### src/rtl/lif_post_neuron_if.sv
// Spike-input / neuron-state bundle between the STDP weight stage and the LIF neuron.
// The master drives spikes, weights and enable; the slave (neuron) returns its registered state.
interface lif_post_neuron_if #(
  parameter int NUM_PRE = 4,
  parameter int W_WIDTH = 4,
  parameter int V_WIDTH = 8
);
  logic [NUM_PRE-1:0]         pre_spike;
  logic [NUM_PRE*W_WIDTH-1:0] weight;
  logic                       enable;
  logic                       post_spike;
  logic [V_WIDTH-1:0]         membrane;
  logic                       refractory;
  logic [7:0]                 spike_count;

  modport master (
    output pre_spike, weight, enable,
    input  post_spike, membrane, refractory, spike_count
  );

  modport slave (
    input  pre_spike, weight, enable,
    output post_spike, membrane, refractory, spike_count
  );
endinterface

### src/rtl/lif_post_neuron.sv
// Leaky integrate-and-fire neuron: weighted spike sum into a leaky membrane, fire on threshold, then refractory.
// All outputs registered; post_spike follows the crossing edge by one cycle; no backpressure, enable only gates advance.
module lif_post_neuron #(
  parameter int NUM_PRE       = 4,
  parameter int W_WIDTH       = 4,
  parameter int V_WIDTH       = 8,
  parameter int THRESHOLD     = 32,
  parameter int LEAK_SHIFT    = 3,
  parameter int REFRAC_CYCLES = 4
) (
  input  logic             clk,
  input  logic             rst_n,
  lif_post_neuron_if.slave bus
);

  localparam int SUM_W = W_WIDTH + $clog2(NUM_PRE + 1);
  localparam int EXT_W = ((V_WIDTH > SUM_W) ? V_WIDTH : SUM_W) + 1;
  localparam int CNT_W = (REFRAC_CYCLES < 2) ? 1 : $clog2(REFRAC_CYCLES + 1);

  localparam logic [V_WIDTH-1:0] V_MAX       = '1;
  localparam logic [V_WIDTH-1:0] THR         = V_WIDTH'(THRESHOLD);
  localparam logic [CNT_W-1:0]   REFRAC_INIT = CNT_W'(REFRAC_CYCLES);

  typedef enum logic [1:0] {
    S_INTEGRATE,
    S_FIRE,
    S_REFRAC
  } state_t;

  state_t             state;
  logic [V_WIDTH-1:0] v;
  logic               post_q;
  logic               refr_q;
  logic [CNT_W-1:0]   refrac_cnt;
  logic [7:0]         spike_cnt;

  logic [SUM_W-1:0]   sum;
  logic [EXT_W-1:0]   v_wide;
  logic [V_WIDTH-1:0] v_next;

  // Neuron 0 sits in the MSBs of the packed weight bus.
  always_comb begin
    sum = '0;
    for (int i = 0; i < NUM_PRE; i++) begin
      if (bus.pre_spike[i]) begin
        sum = sum + SUM_W'(bus.weight[(NUM_PRE-1-i)*W_WIDTH +: W_WIDTH]);
      end
    end
    v_wide = EXT_W'(v) - EXT_W'(v >> LEAK_SHIFT) + EXT_W'(sum);
    v_next = (v_wide > EXT_W'(V_MAX)) ? V_MAX : v_wide[V_WIDTH-1:0];
  end

  always_ff @(posedge clk) begin
    if (!rst_n) begin
      state      <= S_INTEGRATE;
      v          <= '0;
      post_q     <= 1'b0;
      refr_q     <= 1'b0;
      refrac_cnt <= '0;
      spike_cnt  <= '0;
    end else begin
      case (state)
        S_INTEGRATE: begin
          post_q <= 1'b0;
          if (bus.enable) begin
            if (v_next >= THR) begin
              v      <= '0;
              post_q <= 1'b1;
              state  <= S_FIRE;
              if (spike_cnt != 8'hFF) spike_cnt <= spike_cnt + 8'd1;
            end else begin
              v <= v_next;
            end
          end
        end
        // FIRE advances regardless of enable so the pulse is always one cycle wide.
        S_FIRE: begin
          post_q <= 1'b0;
          v      <= '0;
          if (REFRAC_CYCLES == 0) begin
            state <= S_INTEGRATE;
          end else begin
            state      <= S_REFRAC;
            refrac_cnt <= REFRAC_INIT;
            refr_q     <= 1'b1;
          end
        end
        S_REFRAC: begin
          v <= '0;
          if (bus.enable) begin
            if (refrac_cnt == CNT_W'(1)) begin
              state      <= S_INTEGRATE;
              refr_q     <= 1'b0;
              refrac_cnt <= '0;
            end else begin
              refrac_cnt <= refrac_cnt - CNT_W'(1);
            end
          end
        end
        default: state <= S_INTEGRATE;
      endcase
    end
  end

  assign bus.post_spike  = post_q;
  assign bus.membrane    = v;
  assign bus.refractory  = refr_q;
  assign bus.spike_count = spike_cnt;

endmodule
### src/flat_wrapper.sv
// flat-port wrapper written by rule: the top's interface ports become plain ports
module lif_post_neuron_flat 
#(
  parameter int NUM_PRE       = 4,
  parameter int W_WIDTH       = 4,
  parameter int V_WIDTH       = 8,
  parameter int THRESHOLD     = 32,
  parameter int LEAK_SHIFT    = 3,
  parameter int REFRAC_CYCLES = 4
)
  (clk, rst_n, bus_pre_spike, bus_weight, bus_enable, bus_post_spike, bus_membrane, bus_refractory, bus_spike_count);
  lif_post_neuron_if #(.NUM_PRE(NUM_PRE), .W_WIDTH(W_WIDTH), .V_WIDTH(V_WIDTH)) bus_i ();
  input  logic clk;
  input  logic rst_n;
  input wire logic [$bits(bus_i.pre_spike)-1:0] bus_pre_spike;
  input wire logic [$bits(bus_i.weight)-1:0] bus_weight;
  input wire logic [$bits(bus_i.enable)-1:0] bus_enable;
  output wire logic [$bits(bus_i.post_spike)-1:0] bus_post_spike;
  output wire logic [$bits(bus_i.membrane)-1:0] bus_membrane;
  output wire logic [$bits(bus_i.refractory)-1:0] bus_refractory;
  output wire logic [$bits(bus_i.spike_count)-1:0] bus_spike_count;
  assign bus_i.pre_spike = bus_pre_spike;
  assign bus_i.weight = bus_weight;
  assign bus_i.enable = bus_enable;
  assign bus_post_spike = bus_i.post_spike;
  assign bus_membrane = bus_i.membrane;
  assign bus_refractory = bus_i.refractory;
  assign bus_spike_count = bus_i.spike_count;
  lif_post_neuron #(.NUM_PRE(NUM_PRE), .W_WIDTH(W_WIDTH), .V_WIDTH(V_WIDTH), .THRESHOLD(THRESHOLD), .LEAK_SHIFT(LEAK_SHIFT), .REFRAC_CYCLES(REFRAC_CYCLES)) u_core (.clk(clk), .rst_n(rst_n), .bus(bus_i));
endmodule
### config.mk
export PLATFORM = sky130hd
export DESIGN_NAME = lif_post_neuron_flat
export DESIGN_NICKNAME = d
export VERILOG_FILES = /design/src/rtl/lif_post_neuron_if.sv /design/src/rtl/lif_post_neuron.sv /design/src/flat_wrapper.sv
export SDC_FILE = /design/constraint.sdc
export NUM_CORES = 1
export LEC_CHECK = 0
export CELL_PAD_IN_SITES_DETAIL_PLACEMENT = 0
export CELL_PAD_IN_SITES_GLOBAL_PLACEMENT = 1
export CORE_UTILIZATION = 39
export CTS_CLUSTER_SIZE = 30
export DETAILED_ROUTE_END_ITERATION = 10
export GPL_TIMING_DRIVEN = 0
export PLACE_DENSITY_LB_ADDON = 0.1
export SLEW_MARGIN = 10
export SYNTH_ARGS = -nofsm -noshare
export SYNTH_HDL_FRONTEND = slang
export SYNTH_SLANG_ARGS = --single-unit
### constraint.sdc
create_clock -name clk -period 6.4 [get_ports clk]
set_input_delay 0.64 -clock clk [delete_from_list [all_inputs] [get_ports clk]]
set_output_delay 0.64 -clock clk [all_outputs]
set_load 0.01 [all_outputs]
Word level (Yosys, flattened, before mapping) --
Cells that the tools add are included. Widths: inputs -> output; s select.
Cells by class: add/sub/neg operators 7, reductions and logical operators 10, multiplexer cells 22, eq/ne operators 8, order comparisons 2, shifts and indexed selects 0, bitwise operators 0, div/mod/pow operators 0, multipliers 0
Operators with widths (count):
- $mux 8 | 3
- $mux 7 | 3
- $pmux 8 s2 | 1
- $add 7x4->7 | 2
- $add 9x7->9 | 1
- $gt 9x8->1 const B | 1
- $sub 8x5->9 | 1
- $add 8x1->8 const B | 1
- $ge 8x6->1 const B | 1
- $mux 2 | 4
- $ne 8x8->1 const B | 1
- $reduce_and 4->1 | 2
- $mux 3 | 2
- $pmux 2 s3 | 1
- $pmux 3 s2 | 1
- $reduce_bool 2->1 | 3
- $add 4x4->5 | 1
- $mux 1 | 4
- $mux 4 | 1
- $ne 2x1->1 const B | 2
- $ne 2x2->1 const B | 2
- $pmux 1 s2 | 2
- $reduce_and 2->1 | 2
- $eq 3x1->1 const B | 1
- other kinds (6) | 6
Storage, ports and cells: memory bits (writable) 0, memories 0, register bits after elaboration 23, bits in latches 0, output and inout port bits 18, logic and storage cells 55, bits of input ports 23, memory bits (read-only) 0

Depth between registers and ports, before layout --
word-level depth 14, depth in mapped cells 29, gate-level depth less buffers 27

Least setup slack after synthesis --
OpenSTA, ideal clock, no wires.
kind input to register, start in bus_weight[12], end reg u_core.spike_cnt[4] (netlist: u_core.bus.spike_count[4]), arrival 5806 ps, required time 6328 ps, stages 23, path buffers 1, setup slack 522 ps, setup time 72 ps, path through and2_1 ha_1 inv_1 fa_1 mux2i_1 fa_1 mux2i_1 inv_1 ha_1 a21o_1 a21oi_1 xnor2_1 mux2_2 fa_1 ha_1 o211ai_1 o21ai_2 o31ai_2 and3b_1 and2_4 buf_6 or4_1 a21oi_1
Between the ends: longest elaborated chain between the ends 12
Ends and longest elaborated chain:
- start, declared | RTL line flat_wrapper.sv:16 | input wire logic [$bits(bus_i.weight)-1:0] bus_weight;
- $mux 4 (*) | RTL line lif_post_neuron.sv:45 | if (bus.pre_spike[i]) begin
- $add 4x4->5 | RTL line lif_post_neuron.sv:46 | sum = sum + SUM_W'(bus.weight[(NUM_PRE-1-i)*W_WIDTH +: W_WIDTH]);
- $mux 7 (*) | RTL line lif_post_neuron.sv:45
- $add 7x4->7 | RTL line lif_post_neuron.sv:46
- $mux 7 (*) | RTL line lif_post_neuron.sv:45
- $add 7x4->7 | RTL line lif_post_neuron.sv:46
- $mux 7 (*) | RTL line lif_post_neuron.sv:45
- $add 9x7->9 (*) | RTL line lif_post_neuron.sv:49 | v_wide = EXT_W'(v) - EXT_W'(v >> LEAK_SHIFT) + EXT_W'(sum);
- $gt 9x8->1 | RTL line lif_post_neuron.sv:50 | v_next = (v_wide > EXT_W'(V_MAX)) ? V_MAX : v_wide[V_WIDTH-1:0];
- $mux 8 (*) | RTL line lif_post_neuron.sv:50
- $ge 8x6->1 (*) | RTL line lif_post_neuron.sv:66 | if (v_next >= THR) begin
- $reduce_and 4->1 (no source line) (*)
- end signal, assigned | RTL line lif_post_neuron.sv:70 | if (spike_cnt != 8'hFF) spike_cnt <= spike_cnt + 8'd1;
- end, declared | RTL line lif_post_neuron.sv:35 | logic [7:0] spike_cnt;
Every way passes the cells marked *; elsewhere a longest branch is shown, timed or not. A chain may end at the register's enable or synchronous reset.

Worst setup path in the final report --
Ends and elaborated chain as after synthesis.

==> impl_metrics.py <==
metrics = {
    "pwr": {
        "cellPowerDensity_mw_per_mm2": 315,
        "worst_ir_drop_vdd_mv": 0.178,
        "finalPower_uw": 912,
        "netSwitchingFraction_pct": 42.6,
        "net-switching-power_uw": 389,
        "power.clock.fraction_pct": 10.3,
        "power_frac_seq_pct": 20.2,
        "internal_power_uw": 523,
        "comb_power_share_pct": 69.4,
        "total_leakage_power_nw": 1.16,
    },
    "worst_setup_path": {
        "worstPathRequired_ns": 6.56,
        "critPathCaptureType": "register",
        "worstSetupStartpointType": "input port",
        "crit_path_category": "in2reg",
        "critPathMaxFanout": 10,
        "worstPathArrival_ns": 6.30,
        "worst_r2r_startpoint": "u_core.bus.membrane[4]$_SDFFE_PN0P_",
        "worst_setup_startpoint": "bus_weight[12]",
    },
    "grt": {
        "globalRoute.totalOverflow": 0,
        "first_global_vias": 1775,
        "largest_net_degree_at_the_start_of_global_routing": 13,
        "global_route_wire_length_before_repair_mm": 8.20,
        "grt_util_all_layers_pct": 17.0,
        "number_of_antenna_violations_at_the_first_check_in_global_routing": 0,
    },
    "logic_synthesis": {
        "synth_nets": 323,
        "synth_cell_type_count": 42,
        "main_flop_type_after_synthesis": "sky130_fd_sc_hd__dfxtp_1",
        "synth_area_per_cell_um2": 8.42,
        "synth-seq-area-share_pct": 20.8,
        "synthesis.instances": 263,
        "synth_top_family_by_area": "adder cells",
        "ys_ff_latch": 23,
        "synth.area.mux_share_pct": 7.57,
        "synthesized_area_fraction_occupied_by_xor_and_xnor_cells_pct": 5.94,
        "synthSimpleGateAreaFrac_pct": 15.7,
        "synth_fa_ha_area_share_pct": 23.6,
        "mappedNetlistArea_mm2": 0.00221,
        "count_of_flip_flops_with_a_built_in_enable_after_synthesis": 0,
        "yosys_warnings": 0,
        "synth-async-reset-ratio_pct": 0,
        "synth_compound_gate_area_share_pct": 20.2,
    },
    "clock_tree": {
        "count_of_hold_fix_buffers_inserted_at_cts": 0,
        "cts.path.max_buffers": 2,
        "cts_sinks": 23,
        "clock_insertion_delay_worst_skew_ns": 0.27,
        "cts_root_buffer": "sky130_fd_sc_hd__clkbuf_8",
        "htreeDepth": 1,
        "tritoncts.num_buffers": 3,
        "path_clk_slew_ns": 0.09,
        "tritoncts": "built",
    },
    "sta": {
        "timing_hold_violations_final": 0,
        "timing.clock.skew_ns": 0.00373,
        "fmax_mhz": 163,
        "final_period_minus_worst_setup_slack_ns": 6.14,
        "finalCritPeriodShare_pct": 95.9,
        "timing.slew.headroom_pct": 57.7,
        "totalNegativeSetupSlack_ns": 0,
        "timing_worst_slew_pin_value_ns": 0.617,
        "maxSlewViolCount": 0,
        "finalSetupViolations": 0,
    },
    "route": {
        "post_drt_wl_per_cell_um": 13.4,
        "via_count": 1945,
        "route.detailed.drc": 0,
        "route.final.wire_length_mm": 5.08,
        "avgViaCountPerCell": 5.13,
        "detailedRoute.firstPassIterationCount": 4,
        "detail-route-antenna-nets": 0,
        "initialDrtViolationCount": 62,
    },
    "placed_design": {
        "place_congestion": 0.738,
        "port_buffers": 35,
        "hpwlAfterDp_mm": 3.92,
    },
    "final_layout": {
        "number_of_antenna_repair_diodes": 0,
        "final_nets": 368,
        "layout.cells.most_common": "sky130_fd_sc_hd__clkdlybuf4s50_1",
        "drive_above_1_share_pct": 13.4,
        "flow.area_growth_from_synthesis_pct": 30.8,
        "layout.cells.most_common_list": "34 x sky130_fd_sc_hd__clkdlybuf4s50_1, 24 x sky130_fd_sc_hd__ha_1, 23 x sky130_fd_sc_hd__inv_1, 23 x sky130_fd_sc_hd__dfxtp_1, 21 x sky130_fd_sc_hd__a21oi_1",
    },
    "floorplanning": {
        "die_height_um": 77.3,
        "dieWidth_um": 77.3,
        "core_mm2": 0.00547,
        "boundaryPins": 41,
        "die_area_mm2": 0.00598,
        "floorplan.initialDensity_pct": 40.4,
        "num_rows": 27,
    },
    "min_path": {
        "min_path_type": "reg2reg",
        "hold_start": "u_core.bus.refractory$_SDFFE_PN0P_",
    },
    "status": {
        "run_status": "completed",
    },
    "job": {
        "max-cap-violations": 0,
    },
}
-- Yosys cell counts, types with 3 or more instances --
master	instances	share of area (%)
sky130_fd_sc_hd__mux2i_1	10	4.5
sky130_fd_sc_hd__o21ai_0	7	1.6
sky130_fd_sc_hd__clkbuf_1	6	1.0
sky130_fd_sc_hd__a211oi_1	3	1.0
sky130_fd_sc_hd__o211ai_1	9	3.1
sky130_fd_sc_hd__a31oi_1	3	0.85
sky130_fd_sc_hd__nor2_1	13	2.2
sky130_fd_sc_hd__and3_1	3	0.85
sky130_fd_sc_hd__dfxtp_1	23	21
sky130_fd_sc_hd__mux2_2	6	3.1
sky130_fd_sc_hd__xnor2_1	12	4.7
sky130_fd_sc_hd__o31ai_1	3	1.0
sky130_fd_sc_hd__fa_1	8	7.2
sky130_fd_sc_hd__nor3_1	4	0.90
sky130_fd_sc_hd__a21oi_1	25	5.7
sky130_fd_sc_hd__nand3_1	8	1.8
sky130_fd_sc_hd__o21a_1	5	1.7
sky130_fd_sc_hd__nand2_1	18	3.1
sky130_fd_sc_hd__nor2b_1	6	1.7
sky130_fd_sc_hd__ha_1	29	16
sky130_fd_sc_hd__inv_1	24	4.1
sky130_fd_sc_hd__and2_1	3	0.85
sky130_fd_sc_hd__a21o_1	7	2.4
sky130_fd_sc_hd__xor2_1	3	1.2
sky130_fd_sc_hd__nand2b_1	4	1.1
-- per-stage QoR --
| step | cell area [µm²] | cells | utilization (%) | hold slack [ns] | setup slack [ns] |
|---|---|---|---|---|---|
| after floorplan | 2210 | 263 | - | 0.464 | 0.522 |
| after global placement | 2650 | 370 | 48.5 | 0.449 | -0.406 |
| after detailed placement | 2650 | 370 | 48.5 | 0.456 | -0.482 |
| after CTS | 2720 | 374 | 49.7 | 0.468 | 0.00599 |
| after global routing | 2890 | 379 | 52.9 | 0.499 | -0.000223 |
| final | 2890 | 379 | 52.9 | 0.463 | 0.264 |
-- metal layers --
layer,vias to the layer above,GRT usage (%),share of wire [%]
li1,1017,-,-
met4,0,3.40,0.69
met3,4,3.18,3.8
met2,33,27.0,45
met1,891,24.1,51
met5,-,0,0
-- cell type report --
class | count | area (µm²)
Timing Repair Buffer | 40 | 390
Tap cell | 72 | 90.1
Buffer | 9 | 45.0
Inverter | 25 | 93.8
Sequential cell | 23 | 460
Fill cell | 551 | 2580
Multi-Input combinational cell | 206 | 1770
Clock buffer | 4 | 45.0
-- final timing paths --
| kind | slack (ns) | end | depth (start not counted) |
|---|---|---|---|
| worst max-delay path | 0.26 | u_core.bus.spike_count[4]$_SDFFE_PN0P_ | 25 |
| worst min-delay path | 0.46 | u_core.bus.refractory$_SDFFE_PN0P_ | 2 |
| worst max register to register | 3.11 | u_core.bus.spike_count[4]$_SDFFE_PN0P_ | 12 |
| worst min register to register | 0.46 | u_core.bus.refractory$_SDFFE_PN0P_ | 2 |
-- kinds of logic after synthesis --
family          count (synthesis)
compound gates                 69
xor+xnor                       15
fa+ha+maj                      37
buf+inv                        34
flops                          23
mux                            16
simple gates                   69
-- worst max-delay path, cell delays in order --
cell and delay, ns:
sky130_fd_sc_hd__clkdlybuf4s50_1 0.47, sky130_fd_sc_hd__and2_4 0.16, sky130_fd_sc_hd__ha_4 0.13, sky130_fd_sc_hd__inv_2 0.04, sky130_fd_sc_hd__fa_1 0.51, sky130_fd_sc_hd__mux2i_4 0.23, sky130_fd_sc_hd__fa_1 0.49, sky130_fd_sc_hd__mux2i_4 0.19
sky130_fd_sc_hd__inv_1 0.07, sky130_fd_sc_hd__ha_1 0.29, sky130_fd_sc_hd__a21o_1 0.19, sky130_fd_sc_hd__a21oi_2 0.18, sky130_fd_sc_hd__xnor2_1 0.09, sky130_fd_sc_hd__mux2_4 0.27, sky130_fd_sc_hd__fa_1 0.55, sky130_fd_sc_hd__ha_4 0.21
sky130_fd_sc_hd__o211ai_1 0.20, sky130_fd_sc_hd__o21ai_2 0.12, sky130_fd_sc_hd__o31ai_2 0.21, sky130_fd_sc_hd__and3b_2 0.27, sky130_fd_sc_hd__and2_4 0.14, sky130_fd_sc_hd__buf_6 0.12, sky130_fd_sc_hd__buf_4 0.17, sky130_fd_sc_hd__o31ai_1 0.25
sky130_fd_sc_hd__a21oi_1 0.09
-- power groups by stage --
stage	Combinational [mW]	Sequential, mW	Clock [mW]
after global routing	0.707	0.189	0.103
after CTS	0.551	0.185	0.0972
final	0.633	0.185	0.0941
after detailed placement	0.544	0.188	0
after global placement	0.541	0.188	0
after floorplan	0.411	0.191	0
-- state kept, by name, indices dropped and copies added (netlist names) --
register and count:
u_core.bus.membrane 8, u_core.bus.refractory 1, u_core.refrac_cnt 3, u_core.bus.spike_count 8, u_core.bus.post_spike 1, u_core.state 2
-- timing repair --
action,CTS,global route
buffers inserted,0,5
hold endpoints to repair,0,0
setup endpoints to repair,12,13
pin swaps,1,21
gates resized for setup,5,24
cloned,0,0
Note: power is estimated with default switching activity, not from simulation.
==> RTL edit 1 (same flow settings) <==
Reset style: asynchronous (`rst_n`), changed in one clocked block.
--- a/src/rtl/lif_post_neuron.sv
+++ b/src/rtl/lif_post_neuron.sv
@@ -51,5 +51,5 @@
   end
 
-  always_ff @(posedge clk) begin
+  always_ff @(posedge clk or negedge rst_n) begin
     if (!rst_n) begin
       state      <= S_INTEGRATE;
Formal check against the unedited RTL: differs if rst_n is asserted again (counterexample within 4 cycles, from zero or initial values and one cycle with rst_n low); with rst_n held inactive, the same outputs for 10 cycles.
==> RTL edit 1 against the original RTL <==
Combinational power grew 26%; final area decreased by 0.17%; sequential share of layout area rose by 4.0 points; setup slack improved by 0.022 ns; wire length shrank 8.0%; sequential cell count unchanged; power grew 22%; via count fell by 4.7%; area after synthesis grew 3.2%; critical endpoint is now u_core.state[1].
==> RTL edit 1: results <==
outcome:
  status: "complete, no violations"
synth:
  synth_area_sq_mm: 0.002283
  synthesis.nets: 309
  ys.flop_type: "dfrtp_1"
  async_reset_ff_share_pct: 100.0
critical_path:
  cp-startpoint: "bus_pre_spike[0]"
  reg2reg_from: "u_core.bus.membrane[4]"
  r2r_cells: 10
  cp_data_arrival_time_ns: 6.27
finish:
  multi_input_area_share_pct: 57.51
  multi_input_cells: 196
  clock_cell_area_share_pct: 1.602
  drive_above_1_share_pct: 11.64
grt:
  grt_pass1_wl_um: 7948
  grt_max_degree: 24
  grt_pass1_vias: 1819
timing:
  hold_slack_ns: 0.4873
  slew_headroom_pct: 29.41
  skew_ns: 0.01123
routing:
  drtIter0Drc: 65
  vias: 1854
placement:
  io_buffers: 37
  dpl_cell_area_sq_mm: 0.002744
  hpwlAfterDp_um: 3687
power:
  swShare_pct: 45.28
==> RTL edit 1: repair_timing <==
action,CTS,global route
pin swaps,0,2
gates cloned,0,0
gates resized for setup,4,11
hold buffers,0,0
setup endpoints to repair,4,16
setup buffers,0,2
==> RTL edit 1: critical path, stage by stage <==
cell             delay [ns]
clkdlybuf4s50_1        0.51
and2_1                 0.16
ha_1                   0.18
inv_1                  0.06
fa_1                   0.40
xnor2_1                0.14
mux2_2                 0.28
ha_1                   0.33
xnor2_1                0.21
a21oi_2                0.09
ha_1                   0.34
nor2b_1                0.15
o21a_1                 0.17
o21ai_2                0.15
xor2_1                 0.19
fa_1                   0.48
ha_4                   0.32
o211ai_1               0.09
o21ai_1                0.28
xor2_1                 0.32
a311oi_4               0.10
buf_4                  0.17
a31oi_1                0.19
mux2_2                 0.35
==> RTL edit 1: routing by layer <==
layer  share of wire (%)  wire [um]  vias to the layer above
li1                    -          -                      956
met1                  49       2281                      866
met2                  47       2177                       28
met3                 3.6        170                        4
met4                0.90         42                        0
met5                   0          0                        -
==> RTL edit 1: power by group through the flow <==
| stage | Combinational [mW] | Sequential, mW | Clock, mW |
|---|---|---|---|
| floorplan | 0.519 | 0.235 | 0 |
| global placement | 0.713 | 0.229 | 0 |
| detailed placement | 0.717 | 0.228 | 0 |
| CTS | 0.741 | 0.226 | 0.0991 |
| global route | 0.887 | 0.234 | 0.104 |
| finish | 0.795 | 0.225 | 0.0957 |
==> RTL edit 1: cells by family after synthesis <==
logic type / share of synthesized area [%]
compound gates: 16.05
flops: 25.21
xor+xnor: 7.671
simple gates: 15.67
fa+ha+maj: 22.90
buf+inv: 5.698
mux: 6.795
==> RTL edit 2 (same flow settings) <==
Made on the original files. `NUM_PRE` is set to 4 in 3 places; all go to 2.
--- a/src/rtl/lif_post_neuron_if.sv
+++ b/src/rtl/lif_post_neuron_if.sv
@@ -2,5 +2,5 @@
 // The master drives spikes, weights and enable; the slave (neuron) returns its registered state.
 interface lif_post_neuron_if #(
-  parameter int NUM_PRE = 4,
+  parameter int NUM_PRE = 2,
   parameter int W_WIDTH = 4,
   parameter int V_WIDTH = 8
--- a/src/rtl/lif_post_neuron.sv
+++ b/src/rtl/lif_post_neuron.sv
@@ -2,5 +2,5 @@
 // All outputs registered; post_spike follows the crossing edge by one cycle; no backpressure, enable only gates advance.
 module lif_post_neuron #(
-  parameter int NUM_PRE       = 4,
+  parameter int NUM_PRE       = 2,
   parameter int W_WIDTH       = 4,
   parameter int V_WIDTH       = 8,
--- a/src/flat_wrapper.sv
+++ b/src/flat_wrapper.sv
@@ -2,5 +2,5 @@
 module lif_post_neuron_flat 
 #(
-  parameter int NUM_PRE       = 4,
+  parameter int NUM_PRE       = 2,
   parameter int W_WIDTH       = 4,
   parameter int V_WIDTH       = 8,
Ports: changed (resized bus_pre_spike and bus_weight); port bits go from 41 to 31. No check against the original RTL was run, so the function may have changed too.
==> RTL edit 2 against the original RTL <==
Setup slack improved by 1.2 ns; highest routed layer unchanged; area after synthesis decreased by 21%; sequential cell count stayed put; wire length is 29% lower; global-route usage shrank 1.0 points; critical endpoint is now u_core.bus.membrane[2]; sequential share of layout area is 5.5 points higher; final area shrank 26%; register-to-register slack got worse by 0.11 ns; final cell count is 22% lower.
Power is not compared: it rests on default switching activity, and its combinational part moved more than twofold at a synthesized area within 25%.
==> RTL edit 2: results <==
grt:
  grt.total_usage_pct: 16.03
  grt_pass1_vias: 1420
  grt_max_degree: 13
  grt_pass1_wl_um: 6437
clock_tree:
  cts_max_path_buffers: 2
  cts_root_buffer: "clkbuf_8"
  cts.repair.resized: 0
  clk_latency_ns: 0.26
  clk_pin_slew_worst_paths_ns: 0.09
placement:
  dpl_cell_area_sq_mm: 0.002108
  dp.cells: 292
  io_buffers: 29
  gp_congestion: 0.7801
  dpl_worst_slack_ns: 1.155
  hpwlAfterDp_um: 2844
routing:
  drtIter0Drc: 59
  firstDrtPassIters: 3
  viasPerCell: 5.064
  wl_um: 3586
run:
  cap_violations: 0
timing:
  skew_ns: 0.005786
  slew_headroom_pct: 64.02
finish:
  fill_cells: 447
  drive_above_1_share_pct: 4.918
  antenna_cells: 0
  stdcell_count: 296
  final_nets: 282
synth:
  syn_avg_cell_area_sq_um: 8.308
  async_reset_ff_share_pct: 0
  synth_top_area_share_pct: 26.27
  synthTopCellsByArea: "dfxtp_1 26%, ha_1 13%, fa_1 6.9%"
  ys_seq_area_share_pct: 26.27
  ys.flop_type: "dfxtp_1"
  synth_cell_types: 39
  ys_top_cells_by_count: "25 x nand2_1, 23 x dfxtp_1, 19 x inv_1"
  yosysWarnings: 0
  synthesis.nets: 248
critical_path:
  cp_max_fo: 6
  cp_data_arrival_time_ns: 5.17
power:
  ir_drop_uv: 164.4
outcome:
  status: "complete, no violations"
worst_hold_path:
  hold_class: "reg -> reg"
==> RTL edit 2: changes by cell type after synthesis, moves of 5 or more <==
cell / unedited run / this run
o21ai_1: 0 / 6
xnor2_1: 12 / 4
nand2_1: 18 / 25
inv_1: 24 / 19
ha_1: 29 / 18
mux2_2: 6 / 1
a21oi_1: 25 / 14
o211ai_1: 9 / 1
o21a_1: 5 / 0
==> RTL edit 2: layout make-up <==
cell class / count / area, sq um / share of cell area (%)
buffer: 3 / 11.26 / 0.5230
clock buffer: 4 / 45.04 / 2.092
inverter: 20 / 75.07 / 3.486
multi-input combinational: 165 / 1206 / 56.01
sequential: 23 / 460.4 / 21.38
tap: 52 / 65.06 / 3.021
timing repair buffer: 29 / 290.3 / 13.48
==> RTL edit 2: worst paths after layout <==
kind                            depth (start not counted)                      to  slack (ns)              startpoint
worst max-delay path                                   20  u_core.bus.membrane[2]        1.43        bus_pre_spike[0]
worst min-delay path                                    2   u_core.bus.refractory        0.46   u_core.bus.refractory
worst max register to register                         11  u_core.bus.membrane[2]        3.00  u_core.bus.membrane[4]
worst min register to register                          2   u_core.bus.refractory        0.46   u_core.bus.refractory
==> RTL edit 2: critical path: stages <==
cell and delay, ns:
clkdlybuf4s50_1 0.51, and2_1 0.16, ha_1 0.18, inv_1 0.06, fa_1 0.41, nand2_1 0.08, nand2_1 0.05, o21ai_0 0.07
a21o_1 0.13, nand2_1 0.07, fa_1 0.49, inv_1 0.04, ha_1 0.37, o211a_1 0.25, a211oi_2 0.25, a211oi_1 0.09
a211oi_2 0.44, nand2_1 0.18, or4_4 0.55, o21ai_1 0.14
==> RTL edit 2: cell families after synthesis <==
| group | after synthesis | synth area share (%) |
|---|---|---|
| and+or+nand+nor | 76 | 21.84 |
| buffers and inverters | 23 | 4.925 |
| AOI/OAI and AO/OA | 49 | 18.63 |
| adders and majority gates | 24 | 19.70 |
| xor gates and xnor gates | 8 | 3.997 |
| muxes | 8 | 4.640 |
| DFF | 23 | 26.27 |
==> RTL edit 2: power by group through the flow <==
stage / sequential, mW / combinational (mW) / clock [mW]
4_1_cts: 0.180 / 0.259 / 0.0958
3_3_place_gp: 0.183 / 0.259 / 0
2_1_floorplan: 0.186 / 0.184 / 0
5_1_grt: 0.183 / 0.292 / 0.0993
6_report: 0.180 / 0.257 / 0.0921
3_5_place_dp: 0.183 / 0.257 / 0
==> RTL edit 2: per-layer routing <==
metal,track usage [%],routed length [um],vias up
li1,-,-,802
met1,22.87,1860,679
met2,26.21,1624,16
met3,1.901,88,2
met4,2.721,12,0
met5,0,0,-
